`src/rtl/reg_file_fwd_pkg.sv`:
```
// reg_file_fwd_pkg
//   Shared definitions for the ID-stage register file with forwarding.
//   - REG_ADDR_W / DATA_W : default GPR index and data widths
//   - REG_COUNT           : number of GPRs at the default index width
//   - ZERO_REG            : hard-wired zero register index
//   - fwd_src_e           : which source drives a read port
//   - pick_src            : priority selection EX > MEM > WB > array
package reg_file_fwd_pkg;

   localparam int unsigned REG_ADDR_W = 5;
   localparam int unsigned DATA_W     = 32;
   localparam int unsigned REG_COUNT  = 2 ** REG_ADDR_W;
   localparam int unsigned ZERO_REG   = 0;

   typedef enum logic [2:0] {
      SrcZero,
      SrcEx,
      SrcMem,
      SrcWb,
      SrcArray
   } fwd_src_e;

   // First match wins. An inactive port (disabled or reading r0) always
   // resolves to zero so it can neither forward nor stall.
   function automatic fwd_src_e pick_src(input logic active,
                                         input logic ex_hit,
                                         input logic mem_hit,
                                         input logic wb_hit);
      fwd_src_e src;
      if (!active) begin
         src = SrcZero;
      end else if (ex_hit) begin
         src = SrcEx;
      end else if (mem_hit) begin
         src = SrcMem;
      end else if (wb_hit) begin
         src = SrcWb;
      end else begin
         src = SrcArray;
      end
      return src;
   endfunction

endpackage

```
`src/rtl/reg_file_fwd_reg_array.sv`:
```
// reg_file_fwd_reg_array
//   GPR storage for reg_file_fwd: 2**ADDR_WIDTH x DATA_WIDTH entries,
//   synchronous clear on reset, one write port (WB), two async read ports.
//   Ports:
//     clk          rising-edge clock
//     rst          synchronous active-high reset, clears every entry
//     write_en     WB write enable
//     write_addr   WB destination (writes to register 0 are dropped)
//     write_data   WB data
//     read_addr_1  read port 1 index
//     read_data_1  read port 1 data (raw array contents, read-before-write)
//     read_addr_2  read port 2 index
//     read_data_2  read port 2 data (raw array contents, read-before-write)
module reg_file_fwd_reg_array
   import reg_file_fwd_pkg::*;
#(
   parameter int unsigned ADDR_WIDTH = REG_ADDR_W,
   parameter int unsigned DATA_WIDTH = DATA_W
) (
   input  logic                  clk,
   input  logic                  rst,
   input  logic                  write_en,
   input  logic [ADDR_WIDTH-1:0] write_addr,
   input  logic [DATA_WIDTH-1:0] write_data,
   input  logic [ADDR_WIDTH-1:0] read_addr_1,
   output logic [DATA_WIDTH-1:0] read_data_1,
   input  logic [ADDR_WIDTH-1:0] read_addr_2,
   output logic [DATA_WIDTH-1:0] read_data_2
);

   localparam int unsigned Count = 2 ** ADDR_WIDTH;

   logic [DATA_WIDTH-1:0] regs_q [Count];

   always_ff @(posedge clk) begin
      if (rst) begin
         for (int i = 0; i < Count; i++) begin
            regs_q[i] <= '0;
         end
      end else if (write_en && (write_addr != ADDR_WIDTH'(ZERO_REG))) begin
         regs_q[write_addr] <= write_data;
      end
   end

   assign read_data_1 = regs_q[read_addr_1];
   assign read_data_2 = regs_q[read_addr_2];

endmodule

```
`src/rtl/reg_file_fwd.sv`:
```
// reg_file_fwd
//   ID-stage operand source: GPR array plus EX/MEM/WB forwarding on both
//   read ports, and a load-use stall request when an operand depends on a
//   load still in EX. Holds no state other than the register array.
//   Optional feature: define REG_BYPASS_WB_EN to forward the WB write to a
//   same-cycle read (write-through); otherwise the array is read before write.
//   Ports:
//     clk, rst                       clock, synchronous active-high reset
//     read_en_1/2, read_addr_1/2     operand read enables and indices
//     ex_write_en/addr/data          EX-stage destination (data invalid for loads)
//     ex_load_flag                   EX instruction is a load
//     mem_write_en/addr/data         MEM-stage destination, load data valid
//     wb_write_en/addr/data          WB commit port into the array
//     read_data_1/2                  forwarded operands (0 when disabled/r0/reset)
//     load_related                   load-use stall request
module reg_file_fwd
   import reg_file_fwd_pkg::*;
#(
   parameter int unsigned ADDR_WIDTH = REG_ADDR_W,
   parameter int unsigned DATA_WIDTH = DATA_W
) (
   input  logic                  clk,
   input  logic                  rst,
   input  logic                  read_en_1,
   input  logic [ADDR_WIDTH-1:0] read_addr_1,
   input  logic                  read_en_2,
   input  logic [ADDR_WIDTH-1:0] read_addr_2,
   input  logic                  ex_write_en,
   input  logic [ADDR_WIDTH-1:0] ex_write_addr,
   input  logic [DATA_WIDTH-1:0] ex_write_data,
   input  logic                  ex_load_flag,
   input  logic                  mem_write_en,
   input  logic [ADDR_WIDTH-1:0] mem_write_addr,
   input  logic [DATA_WIDTH-1:0] mem_write_data,
   input  logic                  wb_write_en,
   input  logic [ADDR_WIDTH-1:0] wb_write_addr,
   input  logic [DATA_WIDTH-1:0] wb_write_data,
   output logic [DATA_WIDTH-1:0] read_data_1,
   output logic [DATA_WIDTH-1:0] read_data_2,
   output logic                  load_related
);

   logic [DATA_WIDTH-1:0] arr_data_1;
   logic [DATA_WIDTH-1:0] arr_data_2;

   reg_file_fwd_reg_array #(
      .ADDR_WIDTH (ADDR_WIDTH),
      .DATA_WIDTH (DATA_WIDTH)
   ) u_reg_array (
      .clk         (clk),
      .rst         (rst),
      .write_en    (wb_write_en),
      .write_addr  (wb_write_addr),
      .write_data  (wb_write_data),
      .read_addr_1 (read_addr_1),
      .read_data_1 (arr_data_1),
      .read_addr_2 (read_addr_2),
      .read_data_2 (arr_data_2)
   );

   // A port is active only when enabled and not reading r0; every hit below
   // is qualified by it, so r0 is never forwarded and never stalls.
   logic active_1;
   logic active_2;
   assign active_1 = read_en_1 && (read_addr_1 != ADDR_WIDTH'(ZERO_REG));
   assign active_2 = read_en_2 && (read_addr_2 != ADDR_WIDTH'(ZERO_REG));

   logic ex_hit_1;
   logic ex_hit_2;
   logic mem_hit_1;
   logic mem_hit_2;
   logic wb_hit_1;
   logic wb_hit_2;

   assign ex_hit_1  = active_1 && ex_write_en  && (read_addr_1 == ex_write_addr);
   assign ex_hit_2  = active_2 && ex_write_en  && (read_addr_2 == ex_write_addr);
   assign mem_hit_1 = active_1 && mem_write_en && (read_addr_1 == mem_write_addr);
   assign mem_hit_2 = active_2 && mem_write_en && (read_addr_2 == mem_write_addr);

`ifdef REG_BYPASS_WB_EN
   assign wb_hit_1  = active_1 && wb_write_en  && (read_addr_1 == wb_write_addr);
   assign wb_hit_2  = active_2 && wb_write_en  && (read_addr_2 == wb_write_addr);
`else
   // No write-through: a same-cycle read sees the old array value.
   assign wb_hit_1  = 1'b0;
   assign wb_hit_2  = 1'b0;
`endif

   fwd_src_e src_1;
   fwd_src_e src_2;
   assign src_1 = pick_src(active_1, ex_hit_1, mem_hit_1, wb_hit_1);
   assign src_2 = pick_src(active_2, ex_hit_2, mem_hit_2, wb_hit_2);

   // An EX hit on a load still selects EX: the value is don't-care because
   // the stall holds the instruction, and lower stages must not leak through.
   always_comb begin
      read_data_1 = '0;
      if (!rst) begin
         unique case (src_1)
            SrcEx:    read_data_1 = ex_write_data;
            SrcMem:   read_data_1 = mem_write_data;
            SrcWb:    read_data_1 = wb_write_data;
            SrcArray: read_data_1 = arr_data_1;
            default:  read_data_1 = '0;
         endcase
      end
   end

   always_comb begin
      read_data_2 = '0;
      if (!rst) begin
         unique case (src_2)
            SrcEx:    read_data_2 = ex_write_data;
            SrcMem:   read_data_2 = mem_write_data;
            SrcWb:    read_data_2 = wb_write_data;
            SrcArray: read_data_2 = arr_data_2;
            default:  read_data_2 = '0;
         endcase
      end
   end

   always_comb begin
      load_related = 1'b0;
      if (!rst) begin
         load_related = ex_load_flag && (ex_hit_1 || ex_hit_2);
      end
   end

endmodule

```
`config.mk`:
```
export PLATFORM = sky130hd
export DESIGN_NAME = reg_file_fwd
export DESIGN_NICKNAME = d
export VERILOG_FILES = /design/src/rtl/reg_file_fwd_pkg.sv /design/src/rtl/reg_file_fwd_reg_array.sv /design/src/rtl/reg_file_fwd.sv
export SDC_FILE = /design/constraint.sdc
export NUM_CORES = 2
export LEC_CHECK = 0
export BUFFER_PORTS_ARGS = -buffer_cell sky130_fd_sc_hd__buf_2
export CAP_MARGIN = 25
export CORE_MARGIN = 5
export CORE_UTILIZATION = 33
export DETAILED_ROUTE_END_ITERATION = 10
export GPL_TIMING_DRIVEN = 0
export PLACE_DENSITY_LB_ADDON = 0.3
export SYNTH_ARGS = -nofsm -noshare
export SYNTH_HDL_FRONTEND = slang
export SYNTH_HIERARCHICAL = 1
export SYNTH_SLANG_ARGS = --single-unit
```
`constraint.sdc`:
```
create_clock -name clk -period 2.4 [get_ports clk]
set_clock_uncertainty 0.15 [all_clocks]
set_input_delay 0.36 -clock clk [delete_from_list [all_inputs] [get_ports clk]]
set_output_delay 0.36 -clock clk [all_outputs]
set_load 0.03 [all_outputs]
```
==> impl_metrics.env <==
export IMPL_syn_avg_cell_area_um2=11.8
export IMPL_fin_nets=5570
export IMPL_synth_edff_count=1024
export IMPL_synth_common_cells="edfxtp_1, mux2i_1, and2_1, clkbuf_1, nand3_1"
export IMPL_io_pins=194
export IMPL_cts_root_buf="clkbuf_16"
export IMPL_clock_fmax_mhz=292
export IMPL_outcome="complete, but fails checks"
export IMPL_yosysTopAreaCellShare_pct=52.6
export IMPL_grt_pass1_vias=44600
export IMPL_grt_overflow=0
export IMPL_initial_core_util_pct=33.2
export IMPL_clk_pin_slew_ns=0.06
export IMPL_place_area_mm2=0.0638
export IMPL_regMostFlops="u_reg_array/regs_q"
export IMPL_largestRegisters="u_reg_array/regs_q: 1024 flops"
export IMPL_synth_top_family_by_area="multiplexers"
export IMPL_synthMuxAreaShare_pct=17.5
export IMPL_fill_cells=16400
export IMPL_num_rows=154
export IMPL_die_x_um=431
export IMPL_ys_types=45
export IMPL_ir_worst_vdd_v=0.000548
export IMPL_worstPathMaxFanout=2
export IMPL_grt_max_degree=33
export IMPL_synth_top_area_cell="edfxtp_1"
export IMPL_maxCapViolations=0
export IMPL_yosysWarnings=6
export IMPL_startpoint_type="register"
export IMPL_gp_congestion=0.984
export IMPL_crit_type="register to primary output"
export IMPL_max_stage_delay_ns=0.56
export IMPL_clock_sinks=1024
export IMPL_path_cells="mux2i_1 -> a22o_1 -> nor3_4 -> a31oi_2 -> nand3_2 -> o211ai_2 -> a311oi_4 -> buf_6"
export IMPL_slew_headroom_pct=23.6
export IMPL_cp_startpoint="u_reg_array/regs_q[2][21]"
export IMPL_antenna_left=0
export IMPL_yosysSeqAreaShare_pct=52.6
export IMPL_drt_total_wl_mm=257
export IMPL_place_ws_ns=-2.03
export IMPL_drive_gt1_share_pct=24.4
export IMPL_largest_register_ffs=1024
export IMPL_slew_violations=0
export IMPL_cts_buffer_depth=3
export IMPL_synth_cells=4968
export IMPL_synthXorXnorAreaFrac_pct=0.299
export IMPL_required_ns=1.89
export IMPL_crit_path_end="read_data_2[21]"
export IMPL_synth_compound_area_share_pct=9.17
export IMPL_synthSimpleGateAreaFrac_pct=16.1
export IMPL_drc_errors=0
export IMPL_netlist_area_mm2=0.0585
export IMPL_timing_final_ws_setup_ns=-1.02
export IMPL_finalCritPeriodShare_pct=142
export IMPL_fin_total_pwr_mw=46.7
export IMPL_synthToLayoutAreaGrowth_pct=25.7
export IMPL_stdcell_area_mm2=0.0735
export IMPL_fin_cells=7891
export IMPL_dieArea_mm2=0.186
export IMPL_finalHoldViolations=0
export IMPL_yosys_register_bits=1024
export IMPL_antenna_found_initial=27
export IMPL_first_iter_violations=5055
export IMPL_yosys_most_used_dff="edfxtp_1"
export IMPL_cp_slowest_cell="a311oi_4"
export IMPL_synthArstFlopShare_pct=0
export IMPL_hold_path_class="input port to register"
export IMPL_routedWlPerCell_um=32.5
export IMPL_cts_max_level=3
export IMPL_drtPass1Iterations=7
export IMPL_cts_tree="yes"
export IMPL_tns_ns=-53.92
export IMPL_yosys_top_cells_area="edfxtp_1, mux2i_1, and2_1"
export IMPL_failed_checks="negative setup slack"
export IMPL_rsz0062_at_grt="yes"
export IMPL_post_route_util_pct=41.7
export IMPL_critical_path_arrival_ns=2.91
export IMPL_cts_buffers=111
export IMPL_die_h_um=431
export IMPL_powerDensity_mw_per_mm2=636
export IMPL_leakagePower_nw=27.9
export IMPL_hold_slack_ns=0.282
export IMPL_endpoint_kind="primary output"
export IMPL_tightest_slew_ns=1.15
export IMPL_viasPerCell=5.74
export IMPL_min_period_ns=3.42
export IMPL_core_area_mm2=0.176
export IMPL_dpl_hpwl_mm=193
export IMPL_synthAdderAreaFrac_pct=0
export IMPL_grt_pass1_wl_mm=348
export IMPL_grt_total_usage_pct=26.6
export IMPL_num_vias=45300
export IMPL_setup_violations_final=234
export IMPL_placedCellCount=7563
export IMPL_portBuffers=193
-- report_power, final --
| group | switching (mW) | internal [mW] |
|---|---|---|
| Combinational | 5.20 | 2.78 |
| Sequential | 0.527 | 20.7 |
| Clock | 7.52 | 10.0 |
-- layout by cell type (no fill, tap or decap), types with 56 or more instances in the layout --
master | netlist | layout
edfxtp_1 | 1024 | 1024
mux2i_1 | 1024 | 1013
and2_1 | 996 | 995
nand2_1 | 200 | 197
buf_2 | 123 | 193
a21oi_1 | 194 | 186
clkbuf_1 | 252 | 180
buf_6 | 23 | 135
a22o_1 | 128 | 128
clkbuf_16 | 0 | 119
a22oi_1 | 192 | 117
nand3_1 | 225 | 110
nand3_2 | 1 | 105
buf_4 | 66 | 100
a22oi_2 | 0 | 75
buf_12 | 0 | 60
a31oi_4 | 0 | 56
-- logic make-up after synthesis --
family	Yosys count
other	1
DFF	1024
buffers and inverters	509
xor gates and xnor gates	20
and+or+nand+nor	1649
AOI/OAI and AO/OA	741
muxes	1024
-- timing repair --
| action | in CTS | in global routing |
|---|---|---|
| setup buffers | 52 | 26 |
| hold buffers | 32 | 0 |
| gates resized for setup | 1035 | 181 |
| setup endpoints to repair | 474 | 385 |
| cloned | 4 | 3 |
| endpoints found under the hold margin | 32 | 0 |
| pin swaps | 199 | 132 |
-- layout make-up --
class                   count  area [um^2]  area share [%]
multi-input cells        3466        29100            39.6
well taps                2340         2930            3.98
inverters                   2         7.51          0.0102
repair buffers            340         3340            4.54
plain buffers             496         3700            5.03
clock inverters            69          742            1.01
flip-flops and latches   1024        30700            41.8
clock buffers             135         2910            3.96
diodes                     19         47.5          0.0647
-- how the worst min path moves through the flow --
stage,startpoint,to,slack [ns],cells after the start
after floorplan,wb_write_data[31],u_reg_array/regs_q[1][31],0.41,1
after global placement,wb_write_data[9],u_reg_array/regs_q[5][9],0.54,2
after detailed placement,wb_write_data[6],u_reg_array/regs_q[5][6],0.55,2
after CTS,wb_write_addr[2],u_reg_array/regs_q[4][0],0.18,4
after global routing,wb_write_addr[3],u_reg_array/regs_q[18][31],0.29,4
final,wb_write_addr[3],u_reg_array/regs_q[18][31],0.28,4
-- worst max-delay path, delay by kind of cell (launching register included) --
family                 cells  cell delay [ns]
AOI/OAI and AO/OA          4             1.04
and+or+nand+nor            2             0.45
DFF                        1             0.35
buffers and inverters      1             0.22
muxes                      1             0.08
-- per-layer routing --
| metal | wire length [um] | track usage (%) | vias to the layer above |
|---|---|---|---|
| met5 | 80 | 0 | - |
| met4 | 21800 | 19.4 | 12 |
| met3 | 24400 | 7.12 | 651 |
| met2 | 117000 | 42.5 | 2509 |
| met1 | 93400 | 30.8 | 22800 |
| li1 | - | - | 19300 |
Note: power is estimated with default switching activity, not from simulation.
